===== config.mk =====
export PLATFORM = sky130hd
export DESIGN_NAME = instr_fetch
export DESIGN_NICKNAME = d
export VERILOG_FILES = /design/src/rtl/instr_fetch.sv
export SDC_FILE = /design/constraint.sdc
export NUM_CORES = 1
export LEC_CHECK = 0
export CAP_MARGIN = 10
export CORE_MARGIN = 2
export CORE_UTILIZATION = 55
export CTS_BUF_LIST = sky130_fd_sc_hd__clkbuf_8
export CTS_CLUSTER_SIZE = 40
export DETAILED_ROUTE_END_ITERATION = 10
export MAX_ROUTING_LAYER = met4
export PLACE_DENSITY = 0.95
export SLEW_MARGIN = 20
export SYNTH_ARGS = -nofsm -noshare
export SYNTH_HDL_FRONTEND = slang
export SYNTH_SLANG_ARGS = --single-unit

===== constraint.sdc =====
create_clock -name clk -period 4.8 [get_ports clk]
set_input_delay 0.96 -clock clk [delete_from_list [all_inputs] [get_ports clk]]
set_output_delay 0.96 -clock clk [all_outputs]
set_load 0.03 [all_outputs]

===== src/rtl/instr_fetch.sv =====
// Instruction fetch front end.
// Drives the synchronous instruction ROM address, absorbs the ROM's one-cycle
// read latency and buffers {pc, instr} pairs in a small FIFO, so decode can
// stall with valid/ready. A redirect flushes everything and restarts fetch.
module instr_fetch #(
    parameter logic [31:0] RESET_PC = 32'h0000_0000,
    parameter int          DEPTH    = 2
) (
    input  logic        clk,
    input  logic        rst_n,
    input  logic        fetch_en,
    input  logic        redirect_valid,
    input  logic [31:0] redirect_pc,
    output logic [31:0] imem_addr,
    input  logic [31:0] imem_data,
    output logic        out_valid,
    input  logic        out_ready,
    output logic [31:0] out_pc,
    output logic [31:0] out_instr
);

    localparam int PW = (DEPTH > 1) ? $clog2(DEPTH) : 1;
    localparam int CW = $clog2(DEPTH + 1);
    localparam logic [PW-1:0] LAST_PTR  = PW'(DEPTH - 1);
    localparam logic [CW:0]   DEPTH_OCC = (CW + 1)'(DEPTH);

    // Fetch-side state
    logic [31:0] fetch_pc_reg;
    logic        inflight_reg;
    logic [31:0] inflight_pc_reg;

    // FIFO state
    logic [CW-1:0] count_reg;
    logic [CW-1:0] count_next;
    logic [PW-1:0] rd_ptr_reg;
    logic [PW-1:0] wr_ptr_reg;
    logic [31:0]   pc_mem_reg    [DEPTH];
    logic [31:0]   instr_mem_reg [DEPTH];
    logic [DEPTH-1:0] wr_sel;

    logic       pop;
    logic       push;
    logic       issue;
    logic [CW:0] occupancy;

    // Wrap-around pointer increment that also works for non power-of-two depths.
    function automatic logic [PW-1:0] ptr_inc(input logic [PW-1:0] p);
        return (p == LAST_PTR) ? '0 : p + 1'b1;
    endfunction

    // A redirect hides the head immediately so decode never takes a stale word.
    assign out_valid = (count_reg != '0) & ~redirect_valid;
    assign pop       = out_valid & out_ready;
    // The returning ROM word is dropped when a redirect arrives in the same cycle.
    assign push      = inflight_reg & ~redirect_valid;

    // Slots that will be spoken for after this edge: buffered + returning - leaving.
    // Issuing only while this stays below DEPTH guarantees the FIFO can never overflow.
    assign occupancy = {1'b0, count_reg} + {{CW{1'b0}}, inflight_reg} - {{CW{1'b0}}, pop};
    assign issue     = fetch_en & ~redirect_valid & (occupancy < DEPTH_OCC);

    assign imem_addr = fetch_pc_reg;
    assign out_pc    = pc_mem_reg[rd_ptr_reg];
    assign out_instr = instr_mem_reg[rd_ptr_reg];

    // PC / in-flight tracking: redirect wins, otherwise issue advances the PC.
    always_ff @(posedge clk or negedge rst_n) begin
        if (!rst_n) begin
            fetch_pc_reg    <= RESET_PC;
            inflight_reg    <= 1'b0;
            inflight_pc_reg <= 32'h0;
        end else if (redirect_valid) begin
            fetch_pc_reg <= redirect_pc & ~32'h3;
            inflight_reg <= 1'b0;
        end else if (issue) begin
            inflight_reg    <= 1'b1;
            inflight_pc_reg <= fetch_pc_reg;
            fetch_pc_reg    <= fetch_pc_reg + 32'd4;
        end else begin
            inflight_reg <= 1'b0;
        end
    end

    // Occupancy update from the push/pop pair.
    always_comb begin
        count_next = count_reg;
        case ({push, pop})
            2'b10:   count_next = count_reg + 1'b1;
            2'b01:   count_next = count_reg - 1'b1;
            default: count_next = count_reg;
        endcase
    end

    // FIFO pointers and count; a redirect empties the queue outright.
    always_ff @(posedge clk or negedge rst_n) begin
        if (!rst_n) begin
            count_reg  <= '0;
            rd_ptr_reg <= '0;
            wr_ptr_reg <= '0;
        end else if (redirect_valid) begin
            count_reg  <= '0;
            rd_ptr_reg <= '0;
            wr_ptr_reg <= '0;
        end else begin
            count_reg <= count_next;
            if (push) begin
                wr_ptr_reg <= ptr_inc(wr_ptr_reg);
            end
            if (pop) begin
                rd_ptr_reg <= ptr_inc(rd_ptr_reg);
            end
        end
    end

    // One write-select line per FIFO slot.
    generate
        for (genvar gi = 0; gi < DEPTH; gi++) begin : g_wr_sel
            assign wr_sel[gi] = push & (wr_ptr_reg == PW'(gi));
        end
    endgenerate

    // Slot storage; cleared on reset so the head fields read zero when idle.
    always_ff @(posedge clk or negedge rst_n) begin
        if (!rst_n) begin
            for (int i = 0; i < DEPTH; i++) begin
                pc_mem_reg[i]    <= 32'h0;
                instr_mem_reg[i] <= 32'h0;
            end
        end else begin
            for (int i = 0; i < DEPTH; i++) begin
                if (wr_sel[i]) begin
                    pc_mem_reg[i]    <= inflight_pc_reg;
                    instr_mem_reg[i] <= imem_data;
                end
            end
        end
    end

endmodule


==> results.sh <==
export IMPL_status="completed"
export IMPL_power_per_cell_area_mw_per_mm2=481.4
export IMPL_critPathBufInv=3
export IMPL_slowest_stage="clkdlybuf4s50_1"
export IMPL_num_io_pins=166
export IMPL_dieArea_mm2=0.01664
export IMPL_hold_class="flop to flop"
export IMPL_clockPowerShare=0.209
export IMPL_most_common_layout_cells="188 x dfrtp_1, 186 x mux2_2, 157 x clkdlybuf4s50_1, 117 x nand2_1, 25 x clkbuf_8"
export IMPL_finalSetupTns_ps=0
export IMPL_cts_resized=0
export IMPL_timing_rr_start="count_reg[1]"
export IMPL_synth_sequential_area_ratio=0.5504
export IMPL_core_area_mm2=0.01526
export IMPL_maxSlewHeadroom=0.2703
export IMPL_setup_violations_final=0
export IMPL_cts_max_path_buffers=2
export IMPL_p_switching_uw=1684
export IMPL_worstPathArrival_ps=4080
export IMPL_critical_path_cell_count=12
export IMPL_max_freq_mhz=267.2
export IMPL_leading_cell_type_in_the_layout_fill_and_taps_excluded="dfrtp_1"
export IMPL_yosysWarningCount=0
export IMPL_drt_vias_per_instance=5.650
export IMPL_grt_overflow_total=0
export IMPL_cts_inserted_buffers=17
export IMPL_place_detailed_hpwl_um=12850
export IMPL_diodes=0
export IMPL_power_share_switching=0.3258
export IMPL_critical_path_peak_fanout=22
export IMPL_cts_root_buffer="clkbuf_8"
export IMPL_path_cells="clkdlybuf4s50_1, and2_1, ha_1, nand2b_1, fa_1, nand3b_1, or2_4, inv_2, buf_4, nand2_1, o21ai_0, o311ai_1"
export IMPL_routabilityCongestion=0.8193
export IMPL_multiInputGateArea_mm2=0.003613
export IMPL_final_hold_viol_count=0
export IMPL_internal_power_summed_over_all_cells_uw=3486
export IMPL_worst_setup_path_start_kind="input port"
export IMPL_route_antenna_remaining_nets=0
export IMPL_cts_hold_fix_buffers=0
export IMPL_hold_start="inflight_pc_reg[14]"
export IMPL_tritoncts="done"
export IMPL_hold_path_depth=2
export IMPL_worst_r2r_cell_count=13
export IMPL_synthArstFlopShare=1.000
export IMPL_timing_worst_slew_pin_value_ps=1086
export IMPL_flip_flop_count_of_the_largest_register_all_copies_and_words_added=64
export IMPL_antenna_violations_before_repair=0
export IMPL_nets_finish=915
export IMPL_clk_pin_slew_ps=90
export IMPL_timing_max_cap_violations=0
export IMPL_cellLeakagePower_uw=0.004712
export IMPL_final_fill_count=1064
export IMPL_share_seq_of_total_power=0.447
export IMPL_critical_path_class="input port to flop"
export IMPL_p_comb_frac=0.344
export IMPL_seq_area_mm2=0.004731
export IMPL_drt_first_pass_iters=5
export IMPL_synth_seq_cells=189
export IMPL_rows=45
export IMPL_critical_path_top_delay_family="buffers and inverters"
export IMPL_setup_worst_path_start="out_ready"
export IMPL_grt_start_max_net_pins=103
export IMPL_yosys_most_used_dff="dfrtp_1"
export IMPL_worst_ir_drop_vdd_uv=311.5
export IMPL_finalClockSkew_ps=11.31
export IMPL_timing_hold_ws_ps=500.7
export IMPL_maxSlewViolCount=0
export IMPL_number_of_enable_type_register_cells_in_the_synthesized_netlist=0
export IMPL_floorplan_initialDensity=0.5632
export IMPL_dr_total_vias=6023
export IMPL_final_min_period_over_clock_period=0.7796
export IMPL_cts_num_sinks=189
export IMPL_crit_path_end_kind="flop"
export IMPL_x_dimension_of_the_die_um=129.0
export IMPL_ys_types=51
export IMPL_htree_levels=4
export IMPL_critical_path_max_stage_delay_ps=540
export IMPL_post_synth_inst_count=698
export IMPL_totalWireLength_um=19310
export IMPL_post_route_min_period_ps=3742
export IMPL_syn_avg_cell_area_um2=12.31
export IMPL_post_synth_instance_area_mm2=0.008593
export IMPL_die_height_um=129.0
export IMPL_via_count_of_the_first_global_routing_pass=6145
export IMPL_post_cts_setup_buffers=0
export IMPL_grt_pass1_wl_um=31710
export IMPL_detail_route_wl_per_cell_um=18.11
export IMPL_rsz0062_at_grt="false"
export IMPL_drive_gt1_frac=0.2819
export IMPL_worstSkewPairLatency_ps=460
export IMPL_drcViolationCount=0
export IMPL_port_buffers=159
export IMPL_track_usage=0.2526
export IMPL_syn2layout_area_growth_pct=24.99
export IMPL_drt_iter0_markers=607
export IMPL_worst_ep_required_time_ps=5130
==> stage by stage <==
stage | util | area, µm² | worst slack [ps] | total power (µW) | std cells
floorplan | - | 8605 | 1036 | 3419 | 701
global placement | 0.6768 | 10330 | 669.0 | 4053 | 1035
detailed placement | 0.6768 | 10330 | 621.6 | 4124 | 1035
CTS | 0.7039 | 10740 | 1116 | 5212 | 1066
global route | 0.7039 | 10740 | 791.3 | 5436 | 1066
finish | 0.7039 | 10740 | 1058 | 5170 | 1066
==> area by class of cell <==
cell class              instances  share of cell area
multi-input cells             461              0.3364
well taps                     211             0.02458
clock inverters                 7            0.007805
clock buffers                  24             0.03075
inverters                       6            0.002097
flip-flops and latches        189              0.4405
repair buffers                168              0.1579
==> Yosys cell counts, drive strengths merged, types with 3 or more instances <==
library cell  instances  area, µm²
a31oi                 3      18.77
inv                   6      22.52
nor2b                 4      25.02
o21ai                26      130.1
xnor2                 3      26.28
nand3                18      105.1
dfrtp               189       4730
o211ai                6      45.04
nor3                  3      15.01
nor4                  6      65.06
nand3b                6      45.04
or3                   3      18.77
o311ai                9      78.83
nand4                 9      56.30
mux2i                 4      40.04
a22oi                 4      30.03
mux2                186       2095
nand2b                4      25.02
xor2                  4      35.03
a21oi                 5      25.02
buf                  32      193.9
a221o                 5      50.05
nand2               118      445.4
clkbuf               13      50.04
nor2                 15      66.32
==> metal layers <==
layer  up-vias  global-route usage  routed length [µm]  share of wire
met5         -                   -                   0              0
met4         0             0.09655                 516          0.027
met3        33             0.05239                1006          0.052
met2       211              0.3887                9454           0.49
met1      3040              0.3331                8328           0.43
li1       2739                   -                   -              -
==> worst paths after layout <==
path,to,slack (ps)
min reg2reg,inflight_pc_reg[14],500
max in group asynchronous,pc_mem_reg[16],3290
max reg2reg,imem_addr[11],1400
max,imem_addr[11],1060
min,inflight_pc_reg[14],500
min in group asynchronous,instr_mem_reg[6],550
==> tightest hold or removal path, delay by kind of cell (launching register included) <==
kind	cells	cell delay, ps
flip-flops	1	360
AND/OR/NAND/NOR	2	110
==> cell families after synthesis <==
group | synth area share
DFF | 0.5504
adders and majority gates | 0.005241
and+or+nand+nor | 0.1077
AOI/OAI and AO/OA | 0.04965
xor gates and xnor gates | 0.007135
muxes | 0.2484
buffers and inverters | 0.03101
other | 0.0004364
==> power by group through the flow <==
stage	combinational (µW)	clock, µW	sequential, µW
final	1780	1080	2310
after global routing	1900	1170	2370
after CTS	1800	1110	2310
after detailed placement	1790	0	2340
after global placement	1750	0	2300
after floorplan	1120	0	2300
Power figures use the tool's default switching activity.
